## src/rtl/ctrl_sequencer_if.sv

```systemverilog
// Bus bundle between the control sequencer and the datapath blocks it
// drives: instruction register, register file and ALU. The sequencer side
// uses the master modport; the datapath (or a bench model of it) uses slave.
interface ctrl_sequencer_if #(
  parameter int PC_W   = 8,
  parameter int DATA_W = 8
);

  // Instruction register side
  logic [PC_W-1:0]   pc;
  logic              ir_en;
  logic [15:0]       ir_data;

  // Register file side
  logic [1:0]        reg_addr;
  logic              reg_rd;
  logic              reg_wr;
  logic [DATA_W-1:0] reg_din;
  logic [DATA_W-1:0] reg_dout;

  // ALU side
  logic [2:0]        alu_op;
  logic [DATA_W-1:0] alu_a;
  logic [DATA_W-1:0] alu_b;
  logic [DATA_W-1:0] alu_out;

  modport master (
    output pc, ir_en, reg_addr, reg_rd, reg_wr, reg_din, alu_op, alu_a, alu_b,
    input  ir_data, reg_dout, alu_out
  );

  modport slave (
    input  pc, ir_en, reg_addr, reg_rd, reg_wr, reg_din, alu_op, alu_a, alu_b,
    output ir_data, reg_dout, alu_out
  );

endinterface

```

## src/rtl/ctrl_sequencer.sv

```systemverilog
// Fetch/decode/execute controller for the 8-bit processor.
// Runs a fixed-length program from the instruction register, reading
// operands from the register file, issuing ALU operations and writing
// results back. Supports LOAD-immediate, ADD, SUB and HALT; every other
// opcode retires as a NOP.
module ctrl_sequencer #(
  parameter int PC_W     = 8,
  parameter int DATA_W   = 8,
  parameter int PROG_LEN = 5
) (
  input  logic             clk,
  input  logic             rst_n,
  input  logic             start,
  ctrl_sequencer_if.master bus,
  output logic             busy,
  output logic             halted,
  output logic             instr_done
);

  localparam logic [3:0] OP_ADD  = 4'b0000;
  localparam logic [3:0] OP_SUB  = 4'b0001;
  localparam logic [3:0] OP_LOAD = 4'b1000;
  localparam logic [3:0] OP_HALT = 4'b1111;

  localparam logic [2:0] ALU_ADD = 3'b000;
  localparam logic [2:0] ALU_SUB = 3'b001;

  // One bit wider than pc so that PROG_LEN == 2**PC_W is still reachable
  // and the sequencer halts instead of wrapping back to address 0.
  localparam logic [PC_W:0] PC_END = (PC_W + 1)'(PROG_LEN);

  typedef enum logic [1:0] {
    K_LOAD,
    K_ARITH,
    K_HALT,
    K_NOP
  } kind_t;

  typedef enum logic [2:0] {
    S_IDLE,
    S_FETCH,
    S_DECODE,
    S_RD_A,
    S_RD_B,
    S_EXEC,
    S_WB,
    S_HALT
  } state_t;

  function automatic kind_t classify(input logic [3:0] op);
    case (op)
      OP_LOAD:        return K_LOAD;
      OP_ADD, OP_SUB: return K_ARITH;
      OP_HALT:        return K_HALT;
      default:        return K_NOP;
    endcase
  endfunction

  state_t            state_q, state_d;
  logic [PC_W-1:0]   pc_q, pc_d;
  logic [15:0]       ir_q, ir_d;
  logic [DATA_W-1:0] alu_a_q, alu_a_d;
  logic [DATA_W-1:0] alu_b_q, alu_b_d;
  logic [2:0]        alu_op_q, alu_op_d;

  logic [PC_W:0]     pc_inc;
  logic              retire;

  logic              ir_en;
  logic [1:0]        reg_addr;
  logic              reg_rd;
  logic              reg_wr;
  logic [DATA_W-1:0] reg_din;

  // Instruction fields, taken from the latched IR once DECODE is over.
  logic [3:0]        ir_op;
  logic [1:0]        ir_dst;
  logic [1:0]        ir_src_a;
  logic [1:0]        ir_src_b;
  logic [7:0]        ir_imm;
  logic              unused_ir_bits;

  assign ir_op          = ir_q[15:12];
  assign ir_dst         = ir_q[9:8];
  assign ir_src_a       = ir_q[5:4];
  assign ir_src_b       = ir_q[1:0];
  assign ir_imm         = ir_q[7:0];
  assign unused_ir_bits = ^ir_q[11:10];

  assign pc_inc = {1'b0, pc_q} + (PC_W + 1)'(1);

  // State, program counter, IR and ALU operand registers.
  // NOTE: state registers use non-blocking assignments so every flop samples
  // the pre-edge value of every other flop, independent of statement order.
  always_ff @(posedge clk or negedge rst_n) begin
    if (!rst_n) begin
      state_q  <= S_IDLE;
      pc_q     <= '0;
      ir_q     <= '0;
      alu_a_q  <= '0;
      alu_b_q  <= '0;
      alu_op_q <= '0;
    end else begin
      state_q  <= state_d;
      pc_q     <= pc_d;
      ir_q     <= ir_d;
      alu_a_q  <= alu_a_d;
      alu_b_q  <= alu_b_d;
      alu_op_q <= alu_op_d;
    end
  end

  // Next-state, register updates and bus strobes for each sequencer state.
  // NOTE: every signal written here gets a default first, so no path through
  // the case statement can leave one unassigned and infer a latch.
  always_comb begin
    state_d  = state_q;
    pc_d     = pc_q;
    ir_d     = ir_q;
    alu_a_d  = alu_a_q;
    alu_b_d  = alu_b_q;
    alu_op_d = alu_op_q;
    ir_en    = 1'b0;
    reg_addr = '0;
    reg_rd   = 1'b0;
    reg_wr   = 1'b0;
    reg_din  = '0;
    retire   = 1'b0;

    case (state_q)
      S_IDLE, S_HALT: begin
        if (start) begin
          pc_d    = '0;
          state_d = S_FETCH;
        end
      end

      S_FETCH: begin
        ir_en   = 1'b1;
        state_d = S_DECODE;
      end

      // The instruction word arrives this cycle; branch on it directly so a
      // NOP can retire without spending an extra cycle on the latched copy.
      S_DECODE: begin
        ir_en = 1'b1;
        ir_d  = bus.ir_data;
        case (classify(bus.ir_data[15:12]))
          K_LOAD:  state_d = S_WB;
          K_ARITH: state_d = S_RD_A;
          K_HALT:  state_d = S_HALT;
          default: retire  = 1'b1;
        endcase
      end

      S_RD_A: begin
        reg_addr = ir_src_a;
        reg_rd   = 1'b1;
        state_d  = S_RD_B;
      end

      // Operand A (requested in RD_A) is on reg_dout now.
      S_RD_B: begin
        alu_a_d  = bus.reg_dout;
        reg_addr = ir_src_b;
        reg_rd   = 1'b1;
        state_d  = S_EXEC;
      end

      // Operand B (requested in RD_B) is on reg_dout now. Both operands are
      // captured before WB, so dst may alias either source.
      S_EXEC: begin
        alu_b_d  = bus.reg_dout;
        alu_op_d = (ir_op == OP_SUB) ? ALU_SUB : ALU_ADD;
        state_d  = S_WB;
      end

      S_WB: begin
        reg_wr   = 1'b1;
        reg_addr = ir_dst;
        reg_din  = (classify(ir_op) == K_LOAD) ? DATA_W'(ir_imm) : bus.alu_out;
        retire   = 1'b1;
      end

      default: state_d = S_IDLE;
    endcase

    // Retirement is shared by WB and the NOP branch of DECODE. start is not
    // looked at here, so a start arriving with the final retire is dropped.
    instr_done = retire;
    if (retire) begin
      pc_d    = pc_inc[PC_W-1:0];
      state_d = (pc_inc == PC_END) ? S_HALT : S_FETCH;
    end
  end

  assign bus.pc       = pc_q;
  assign bus.ir_en    = ir_en;
  assign bus.reg_addr = reg_addr;
  assign bus.reg_rd   = reg_rd;
  assign bus.reg_wr   = reg_wr;
  assign bus.reg_din  = reg_din;
  assign bus.alu_op   = alu_op_q;
  assign bus.alu_a    = alu_a_q;
  assign bus.alu_b    = alu_b_q;

  assign busy   = (state_q != S_IDLE) && (state_q != S_HALT);
  assign halted = (state_q == S_HALT);

endmodule

```

## src/flat_wrapper.sv

```systemverilog
// flat-port wrapper written by rule: the top's interface ports become plain ports
module ctrl_sequencer_flat 
#(
  parameter int PC_W     = 8,
  parameter int DATA_W   = 8,
  parameter int PROG_LEN = 5
)
  (clk, rst_n, start, busy, halted, instr_done, bus_pc, bus_ir_en, bus_reg_addr, bus_reg_rd, bus_reg_wr, bus_reg_din, bus_alu_op, bus_alu_a, bus_alu_b, bus_ir_data, bus_reg_dout, bus_alu_out);
  ctrl_sequencer_if #(.PC_W(PC_W), .DATA_W(DATA_W)) bus_i ();
  input  logic clk;
  input  logic rst_n;
  input  logic start;
  output logic busy;
  output logic halted;
  output logic instr_done;
  output wire logic [$bits(bus_i.pc)-1:0] bus_pc;
  output wire logic [$bits(bus_i.ir_en)-1:0] bus_ir_en;
  output wire logic [$bits(bus_i.reg_addr)-1:0] bus_reg_addr;
  output wire logic [$bits(bus_i.reg_rd)-1:0] bus_reg_rd;
  output wire logic [$bits(bus_i.reg_wr)-1:0] bus_reg_wr;
  output wire logic [$bits(bus_i.reg_din)-1:0] bus_reg_din;
  output wire logic [$bits(bus_i.alu_op)-1:0] bus_alu_op;
  output wire logic [$bits(bus_i.alu_a)-1:0] bus_alu_a;
  output wire logic [$bits(bus_i.alu_b)-1:0] bus_alu_b;
  input wire logic [$bits(bus_i.ir_data)-1:0] bus_ir_data;
  input wire logic [$bits(bus_i.reg_dout)-1:0] bus_reg_dout;
  input wire logic [$bits(bus_i.alu_out)-1:0] bus_alu_out;
  assign bus_pc = bus_i.pc;
  assign bus_ir_en = bus_i.ir_en;
  assign bus_reg_addr = bus_i.reg_addr;
  assign bus_reg_rd = bus_i.reg_rd;
  assign bus_reg_wr = bus_i.reg_wr;
  assign bus_reg_din = bus_i.reg_din;
  assign bus_alu_op = bus_i.alu_op;
  assign bus_alu_a = bus_i.alu_a;
  assign bus_alu_b = bus_i.alu_b;
  assign bus_i.ir_data = bus_ir_data;
  assign bus_i.reg_dout = bus_reg_dout;
  assign bus_i.alu_out = bus_alu_out;
  ctrl_sequencer #(.PC_W(PC_W), .DATA_W(DATA_W), .PROG_LEN(PROG_LEN)) u_core (.clk(clk), .rst_n(rst_n), .start(start), .bus(bus_i), .busy(busy), .halted(halted), .instr_done(instr_done));
endmodule
```

## config.mk

```make
export PLATFORM = sky130hd
export DESIGN_NAME = ctrl_sequencer_flat
export DESIGN_NICKNAME = d
export VERILOG_FILES = /design/src/rtl/ctrl_sequencer_if.sv /design/src/rtl/ctrl_sequencer.sv /design/src/flat_wrapper.sv
export SDC_FILE = /design/constraint.sdc
export NUM_CORES = 1
export LEC_CHECK = 0
export CORE_MARGIN = 4
export CORE_UTILIZATION = 45
export CTS_BUF_LIST = sky130_fd_sc_hd__clkbuf_16
export DETAILED_ROUTE_END_ITERATION = 10
export PLACE_DENSITY = 0.87
export RECOVER_POWER = 50
export SLEW_MARGIN = 10
export SYNTH_ARGS = -nofsm -noshare
export SYNTH_HDL_FRONTEND = slang
export SYNTH_SLANG_ARGS = --single-unit
```

## constraint.sdc

```tcl
create_clock -name clk -period 5.3 [get_ports clk]
set_input_delay 0.53 -clock clk [delete_from_list [all_inputs] [get_ports clk]]
set_output_delay 0.53 -clock clk [all_outputs]
set_load 0.02 [all_outputs]
```

==> results.py <==
metrics = {
    "critical_path": {
        "worstPathRequired_ns": 4.77,
        "crit_type": "flop to output port",
        "worstReg2RegEnd": "u_core.state_q[1]",
        "cp_num_cells": 5,
        "crit_buf_inv": 2,
        "critPathArrivalTime_ns": 2.76,
        "cp_cell_sequence": "inv_1 -> nor3_2 -> nand2_1 -> o21ai_0 -> clkdlybuf4s50_1",
        "rr_worst_depth": 4,
        "crit_path_top_delay_cell": "nor3_2",
        "crit_path_start_kind": "flop",
        "critPathMaxFanout": 17,
        "r2r_setup_slack_ns": 2.71,
        "critPathCaptureType": "output port",
        "crit_family": "simple AND/OR/NAND/NOR gates",
        "r2r_start": "u_core.state_q[1]",
        "slowest_delay_ns": 0.72,
    },
    "synth": {
        "async_flop_share_pct": 100,
        "yosysTopAreaCell": "dfrtp_1",
        "postSynthAreaPerCell_sq_um": 10.5,
        "synth_area_leaders": "dfrtp_1 (46%), mux2_2 (15%), nand2_1 (4.5%), ha_1 (3.3%), a21oi_1 (3.1%)",
        "ys_warn_count": 0,
        "synth-seq-cells": 42,
        "synth_ff_type": "dfrtp_1",
        "yosysTopAreaCellShare_pct": 46.5,
        "synth-seq-area-share_pct": 46.5,
        "synth_cell_types": 48,
        "syn_inst": 216,
        "synth_edf_count": 0,
        "syn_area_sq_um": 2260,
    },
    "layout": {
        "fin_area_sq_um": 3180,
        "finalNonFillerCells": 357,
        "antenna_cells": 0,
        "finish.utilization_pct": 66.5,
        "layout_common_cells": "clkdlybuf4s50_1 (52), dfrtp_1 (42), mux2_2 (31)",
        "layout_commonest_cell": "clkdlybuf4s50_1",
        "drive_gt1_share_pct": 16.6,
        "fin_nets": 330,
        "area_growth_pct": 40.7,
        "nFillCells": 345,
    },
    "global_route": {
        "grt_pass1_vias": 1939,
        "grt_pass1_wl_um": 9340,
        "grt_use_total_pct": 18.8,
        "antenna_found_initial": 0,
        "gr-total-overflow": 0,
        "grt_max_degree": 43,
    },
    "placement": {
        "portBuffers": 73,
        "dp_hpwl_um": 3990,
        "dp_cells": 349,
        "dpl_cell_area_sq_um": 3040,
        "gp_congestion": 0.899,
    },
    "drt": {
        "drt_iter0_markers": 102,
        "routedWlPerCell_um": 15.1,
        "vias": 1896,
        "drc": 0,
        "antenna_left": 0,
        "firstDrtPassIters": 4,
        "via_per_inst": 5.31,
        "drt-total-wl_um": 5400,
    },
    "timing": {
        "rsz0062_at_grt": "false",
        "hold_ws_ns": 0.501,
        "min_period_ns": 3.29,
        "final-setup-viol-count": 0,
        "worst_pin_slew_ns": 2.17,
        "hold_violations": 0,
        "setup_tns_ns": 0,
        "max_slew_margin_pct": -44.6,
        "maxSlewViolCount": 43,
        "max_freq_ghz": 0.304,
        "post-route-period-util_pct": 62.1,
        "clock_skew_ns": 0.00392,
    },
    "cts": {
        "cts_resized": 0,
        "clkTransAtPathRegs_ns": 0.06,
        "cts_tree": "yes",
        "numClockSinks": 42,
        "htreeDepth": 2,
        "numCtsBuffers": 5,
        "cts-root-buf": "clkbuf_16",
        "clkLatencyLatePin_ns": 0.28,
        "cts_setup_buffers": 0,
        "ctsHoldBuffers": 0,
        "ctsLongestPathBuffers": 2,
    },
    "floorplan": {
        "die_y_um": 78.9,
        "dieWidth_um": 78.9,
        "core_sq_um": 4790,
        "rows": 25,
        "start_util_pct": 47.2,
        "die_area_sq_um": 6220,
        "top_level_ports": 78,
    },
    "min_path": {
        "holdPathStages": 1,
        "hp-class": "flop to flop",
        "whs_endpoint": "u_core.bus.alu_b[0]",
        "min-delay-start": "u_core.bus.alu_b[0]",
    },
    "status": {
        "violations": "capacitance limit, slew limit",
        "status": "finished with violations",
    },
    "power": {
        "p_sw_share_pct": 38.5,
        "ir_drop_uv": 319,
        "p_int_mw": 1.03,
        "power.leakage_nw": 1.35,
        "power.switching_mw": 0.645,
        "clkPwrFrac_pct": 17.4,
        "comb_power_share_pct": 47.6,
        "p_seq_share_pct": 35.0,
        "powerDensity_nw_per_um2": 526,
    },
    "flow_run": {
        "maxCapViolations": 1,
    },
}
==> through the flow <==
step | worst slack (ns) | total power, mW
2_1_floorplan | 3.13 | 1.08
3_3_place_gp | 2.07 | 1.40
3_5_place_dp | 2.01 | 1.42
4_1_cts | 1.99 | 1.72
5_1_grt | 1.75 | 1.79
6_report | 2.01 | 1.67
==> routing by layer <==
layer / vias up / part of all wire (%) / GRT usage (%)
met2: 70 / 49 / 30.5
met1: 879 / 42 / 23.9
met4: 0 / 1.8 / 5.84
met5: - / 0 / 0
met3: 9 / 7.9 / 6.35
li1: 938 / - / -
==> state kept, by name (all words and copies together) (netlist names) <==
signal and cells:
u_core.bus.alu_b 8, u_core.state_q 3, u_core.bus.alu_a 8, u_core.bus.pc 8
u_core.ir_q 14, u_core.bus.alu_op 1
==> cell type report <==
cell class                      count  area (sq um)  share of cell area [%]
Clock inverter                      3          17.5                   0.551
Multi-Input combinational cell    157          1140                    35.7
Tap cell                           67          83.8                    2.63
Sequential cell                    42          1050                    33.0
Clock buffer                        5           125                    3.93
Timing Repair Buffer               74           732                    23.0
Inverter                            9          36.3                    1.14
==> how the worst max path moves through the flow <==
stage | from | to | slack [ns]
floorplan | u_core.ir_q[12] | bus_reg_din[0] | 3.13
global placement | bus_ir_data[15] | instr_done | 2.07
detailed placement | bus_ir_data[15] | instr_done | 2.01
CTS | u_core.state_q[2] | bus_reg_addr[0] | 1.99
global route | u_core.state_q[2] | bus_reg_addr[0] | 1.75
finish | u_core.state_q[2] | bus_reg_addr[0] | 2.01
==> synthesized netlist by cell type, drive strengths merged, types with 2 or more instances <==
master,number
nor3,8
a22o,2
a22oi,2
clkbuf,5
o21ai,5
and3,4
ha,6
dfrtp,42
clkinv,2
nor2,11
nand3b,2
a21oi,14
nand3,4
nand2,27
a211o,2
a31oi,7
a21o,2
buf,4
nand4,2
nand2b,4
inv,7
mux2,31
==> power groups by stage <==
stage / combinational [mW] / sequential, mW / clock (mW)
floorplan: 0.442 / 0.640 / 0
global placement: 0.813 / 0.588 / 0
detailed placement: 0.823 / 0.595 / 0
CTS: 0.831 / 0.590 / 0.298
global route: 0.869 / 0.611 / 0.314
finish: 0.798 / 0.586 / 0.291
==> cells by family after synthesis <==
logic type,after synthesis,share of synthesized area (%)
AO/OA/AOI/OAI,47,14.9
multiplexers,31,15.4
adder cells (fa/ha/maj),6,3.32
AND/OR/NAND/NOR,69,15.2
flip-flops,42,46.5
XOR/XNOR,2,0.775
buffers and inverters,18,3.65
other,1,0.166
Note: power is estimated with default switching activity, not from simulation.
